**src/rtl/rv_pkg.sv**
```systemverilog
// Shared writeback definitions: default widths, the x0 index and the writeback record.
package rv_pkg;

  localparam int DEF_DATA_WIDTH = 32;
  localparam int DEF_ADDR_WIDTH = 5;

  localparam logic [DEF_ADDR_WIDTH-1:0] REG_ZERO = 5'd0;

  typedef struct packed {
    logic [DEF_ADDR_WIDTH-1:0] rd;
    logic [DEF_DATA_WIDTH-1:0] data;
  } wb_rec_t;

endpackage

```
**src/rtl/wb_slot.sv**
```systemverilog
// One-entry writeback holding slot. It loads on load, clears on drain, and
// accepts new data in the same cycle it drains.
module wb_slot
  import rv_pkg::*;
#(
  parameter int DATA_WIDTH = DEF_DATA_WIDTH,
  parameter int ADDR_WIDTH = DEF_ADDR_WIDTH
) (
  input  logic                  clk,
  input  logic                  reset,
  input  logic                  load,
  input  logic                  drain,
  input  logic [ADDR_WIDTH-1:0] load_rd,
  input  logic [DATA_WIDTH-1:0] load_data,
  output logic                  ready,
  output logic                  full,
  output logic [ADDR_WIDTH-1:0] rd,
  output logic [DATA_WIDTH-1:0] data
);

  // Ready is derived only from slot state and the grant, never from valid.
  assign ready = !full || drain;

  always_ff @(posedge clk) begin
    if (reset) begin
      full <= 1'b0;
      rd   <= '0;
      data <= '0;
    end else if (load) begin
      full <= 1'b1;
      rd   <= load_rd;
      data <= load_data;
    end else if (drain) begin
      full <= 1'b0;
    end
  end

endmodule

```
**src/rtl/regfile_wb_arbiter.sv**
```systemverilog
// Two-source writeback arbiter for the register file write port: oldest slot
// drains first, x0 writes are suppressed, and pending destinations are exported.
module regfile_wb_arbiter
  import rv_pkg::*;
#(
  parameter int DATA_WIDTH = DEF_DATA_WIDTH,
  parameter int ADDR_WIDTH = DEF_ADDR_WIDTH,
  parameter bit TIE_PRIO_B = 1'b0,
  parameter bit DROP_X0    = 1'b1
) (
  input  logic                       clk,
  input  logic                       reset,
  input  logic                       aValid,
  output logic                       aReady,
  input  logic [ADDR_WIDTH-1:0]      aRd,
  input  logic [DATA_WIDTH-1:0]      aData,
  input  logic                       bValid,
  output logic                       bReady,
  input  logic [ADDR_WIDTH-1:0]      bRd,
  input  logic [DATA_WIDTH-1:0]      bData,
  output logic                       regWrite,
  output logic [ADDR_WIDTH-1:0]      writeRegister,
  output logic [DATA_WIDTH-1:0]      writeData,
  output logic [(1<<ADDR_WIDTH)-1:0] pendingMask
);

  localparam int NUM_REGS = 1 << ADDR_WIDTH;

  // Handshake: a transfer happens on a port when valid && ready at posedge;
  // ready is high when the slot is empty or being granted this cycle.
  logic                  a_full, b_full;
  logic [ADDR_WIDTH-1:0] a_rd, b_rd;
  logic [DATA_WIDTH-1:0] a_data, b_data;
  logic                  a_load, b_load;
  logic                  grant_a, grant_b;
  logic                  a_older;
  logic                  granted;
  logic [ADDR_WIDTH-1:0] sel_rd;
  logic [DATA_WIDTH-1:0] sel_data;

  assign a_load = aValid && aReady;
  assign b_load = bValid && bReady;

  wb_slot #(.DATA_WIDTH(DATA_WIDTH), .ADDR_WIDTH(ADDR_WIDTH)) u_slot_a (
    .clk       (clk),
    .reset     (reset),
    .load      (a_load),
    .drain     (grant_a),
    .load_rd   (aRd),
    .load_data (aData),
    .ready     (aReady),
    .full      (a_full),
    .rd        (a_rd),
    .data      (a_data)
  );

  wb_slot #(.DATA_WIDTH(DATA_WIDTH), .ADDR_WIDTH(ADDR_WIDTH)) u_slot_b (
    .clk       (clk),
    .reset     (reset),
    .load      (b_load),
    .drain     (grant_b),
    .load_rd   (bRd),
    .load_data (bData),
    .ready     (bReady),
    .full      (b_full),
    .rd        (b_rd),
    .data      (b_data)
  );

  always_comb begin
    grant_a = 1'b0;
    grant_b = 1'b0;
    if (a_full && b_full) begin
      grant_a = a_older;
      grant_b = !a_older;
    end else begin
      grant_a = a_full;
      grant_b = b_full;
    end
  end

  // The slot that stays full while the other loads becomes the older one.
  always_ff @(posedge clk) begin
    if (reset) begin
      a_older <= 1'b0;
    end else if (a_load && b_load) begin
      a_older <= !TIE_PRIO_B;
    end else if (a_load && b_full && !grant_b) begin
      a_older <= 1'b0;
    end else if (b_load && a_full && !grant_a) begin
      a_older <= 1'b1;
    end
  end

  always_comb begin
    granted  = grant_a || grant_b;
    sel_rd   = '0;
    sel_data = '0;
    if (grant_a) begin
      sel_rd   = a_rd;
      sel_data = a_data;
    end else if (grant_b) begin
      sel_rd   = b_rd;
      sel_data = b_data;
    end
  end

  assign writeRegister = sel_rd;
  assign writeData     = sel_data;
  // Held entries still present during a reset cycle must not reach the register file.
  assign regWrite      = granted && !reset &&
                         !(DROP_X0 && (sel_rd == ADDR_WIDTH'(REG_ZERO)));

  always_comb begin
    pendingMask = '0;
    if (a_full) pendingMask[a_rd] = 1'b1;
    if (b_full) pendingMask[b_rd] = 1'b1;
    pendingMask[0] = 1'b0;
  end

  logic unused_num_regs;
  assign unused_num_regs = (NUM_REGS == 0);

endmodule

```
**config.mk**
```make
export PLATFORM = sky130hd
export DESIGN_NAME = regfile_wb_arbiter
export DESIGN_NICKNAME = d
export VERILOG_FILES = /design/src/rtl/rv_pkg.sv /design/src/rtl/wb_slot.sv /design/src/rtl/regfile_wb_arbiter.sv
export SDC_FILE = /design/constraint.sdc
export NUM_CORES = 1
export LEC_CHECK = 0
export ABC_AREA = 1
export CORE_MARGIN = 4
export CORE_UTILIZATION = 47
export DETAILED_ROUTE_END_ITERATION = 8
export GPL_TIMING_DRIVEN = 0
export PLACE_DENSITY_LB_ADDON = 0.3
export SLEW_MARGIN = 20
export SYNTH_ARGS = -nofsm -noshare
export SYNTH_HDL_FRONTEND = slang
export SYNTH_HIERARCHICAL = 1
export SYNTH_SLANG_ARGS = --single-unit
```
**constraint.sdc**
```tcl
create_clock -name clk -period 3.7 [get_ports clk]
set_clock_uncertainty 0.2 [all_clocks]
set_input_delay 0.74 -clock clk [delete_from_list [all_inputs] [get_ports clk]]
set_output_delay 0.74 -clock clk [all_outputs]
set_load 0.005 [all_outputs]
```
==> results_dict.tcl <==
set metrics [dict create \
    placed_cells 759 \
    rsz0062_at_grt "false" \
    synth_cells 509 \
    cp-start-kind "flip-flop" \
    synth_seq_cells 77 \
    synthTopCellsByArea "dfxtp_1, o21ai_0, nor2_1" \
    yosysWarningCount 6 \
    fp-row-count 32 \
    period_share_pct 84.57 \
    ir_drop_v 0.0002133 \
    cts_tree "done" \
    min_path_type "reg -> reg" \
    holdWs_ns 0.2990 \
    clk_latency_ns 0.34 \
    wire_per_inst_um 15.13 \
    drt-pass1-iter-count 5 \
    holdBufCountCts 0 \
    syn_area_um2 3776 \
    maxCapViolations 0 \
    drive_gt1_share_pct 11.74 \
    ys_seq_area_share_pct 40.82 \
    antennaDiodeCount 0 \
    cts_root_buf "clkbuf_8" \
    vias 4142 \
    io_pins 150 \
    die_w_um 97.64 \
    post-place-ws_ns 0.6882 \
    clkSinkCount 77 \
    ctsResizeCount 0 \
    leakage_uw 0.002240 \
    drt-vias-per-instance 5.345 \
    syn_nets 587 \
    synth_top_area_share_pct 40.82 \
    crit_required_ns 2.76 \
    worstPathArrival_ns 2.19 \
    core-area_um2 7767 \
    synth_area_leader_cell "dfxtp_1" \
    cts_setup_buffers 0 \
    hpwl_um 8705 \
    crit_type "reg -> out" \
    cts.clk_slew.worst_paths_ns 0.08 \
    gp_congestion 0.8544 \
    grt_overflow 0 \
    hp-start "u_slot_a/data[12]" \
    status "finished clean" \
    slew_viol_final 0 \
    numCtsBuffers 9 \
    track_usage_pct 24.31 \
    die_h_um 97.64 \
    hold_viol 0 \
    cp_max_fo 10 \
    period_needed_ns 3.129 \
    instances_no_fill 775 \
    worstSetupEndpointType "primary output" \
    area_growth_pct 48.31 \
    grt_start_max_net_pins 14 \
    routed_wl_um 11720 \
    antenna_left 0 \
    fmax_mhz 319.6 \
    tns_ns 0 \
    dieArea_um2 9533 \
    yosysUniqueCellTypes 26 \
    drt_iter0_markers 176 \
    syn_avg_cell_area_um2 7.419 \
    setup_viol 0 \
    timing.rr.start "u_slot_b/full" \
    layout_setup_ws_ns 0.5708 \
    clockBufferDepth 2 \
    cts-htree-levels 3 \
    grt_pass1_vias 4076 \
    p_per_area_nw_per_um2 382.8 \
    num-nets-final 746 \
    io_buffers 148 \
    grt_pass1_wl_um 19000 \
    drc_errors 0 \
    power.total_uw 2144 \
    antenna_found_initial 0 \
    start_util_pct 48.61 \
    cp-startpoint "u_slot_b/full" \
]
==> synthesized netlist by cell type, drive strengths merged <==
master,count
a21oi,6
a22o,32
buf,25
clkbuf,6
conb,1
dfxtp,77
inv,24
nand2,52
nand3,18
nor2,150
nor3,12
o21ai,106
==> area by class of cell <==
cell class,count,area (µm²)
Clock buffer,11,131.4
Timing Repair Buffer,148,1481
Inverter,24,97.59
Tap cell,102,127.6
Clock inverter,5,83.83
Multi-Input combinational cell,377,1887
Sequential cell,77,1541
Fill cell,626,2167
Buffer,31,250.2
==> metal layers <==
metal / up-vias / global-route usage [%] / wire length (µm)
met4: 0 / 9.904 / 200
met3: 16 / 5.384 / 1109
met2: 211 / 41.64 / 5712
li1: 2012 / - / -
met5: - / 0 / 0
met1: 1903 / 29.38 / 4701
==> power breakdown <==
| group | internal (µW) | switching [µW] |
|---|---|---|
| clock | 383 | 307 |
| sequential | 905 | 49.6 |
| combinational | 253 | 248 |
| total | 1540 | 604 |
==> cell families after synthesis <==
kind of cell | count (synthesis) | share of synthesized area [%]
simple gates | 232 | 26.81
compound gates | 144 | 23.06
flops | 77 | 40.82
buf+inv | 55 | 9.211
other cells | 1 | 0.09931
==> placed cells by master (no fill, tap or decap) <==
master	count
a21oi_1	2
a21oi_2	2
a21oi_4	2
a22o_1	32
buf_12	2
buf_2	8
buf_4	9
buf_6	4
buf_8	2
bufinv_16	2
clkbuf_1	4
clkbuf_2	4
clkbuf_8	9
clkdlybuf4s50_1	148
clkinvlp_4	2
conb_1	1
dfxtp_1	77
inv_1	18
inv_2	3
inv_4	3
inv_6	1
nand2_1	52
nand3_1	18
nor2_1	128
nor2_2	20
nor2_4	2
nor3_1	8
nor3_2	1
nor3_4	3
o21ai_0	104
o21ai_1	2
==> final timing paths <==
| check | to | slack [ns] | depth (start not counted) |
|---|---|---|---|
| worst max-delay path | bReady | 0.57 | 7 |
| worst min-delay path | u_slot_a/data[12] | 0.30 | 2 |
| worst max register to register | u_slot_b/data[24] | 1.19 | 14 |
| worst min register to register | u_slot_a/data[12] | 0.30 | 2 |
==> critical path: stages, from the launching register on <==
cell and delay [ns]:
dfxtp_1 0.34, buf_4 0.18, inv_2 0.07, a21oi_4 0.25, buf_4 0.26, inv_1 0.05, nand2_1 0.15, clkdlybuf4s50_1 0.54
==> registers in the layout, indices dropped and copies added (netlist names) <==
signal and flops:
a_older 1, u_slot_a/data 32, u_slot_a/full 1, u_slot_a/rd 5, u_slot_b/data 32, u_slot_b/full 1
u_slot_b/rd 5
==> through the flow <==
step,cell area [µm²],utilization (%)
2_1_floorplan,3776,-
3_3_place_gp,5385,69.33
3_5_place_dp,5385,69.33
4_1_cts,5600,72.10
5_1_grt,5600,72.10
6_report,5600,72.10
No activity file was read; power rests on OpenSTA's default activity.
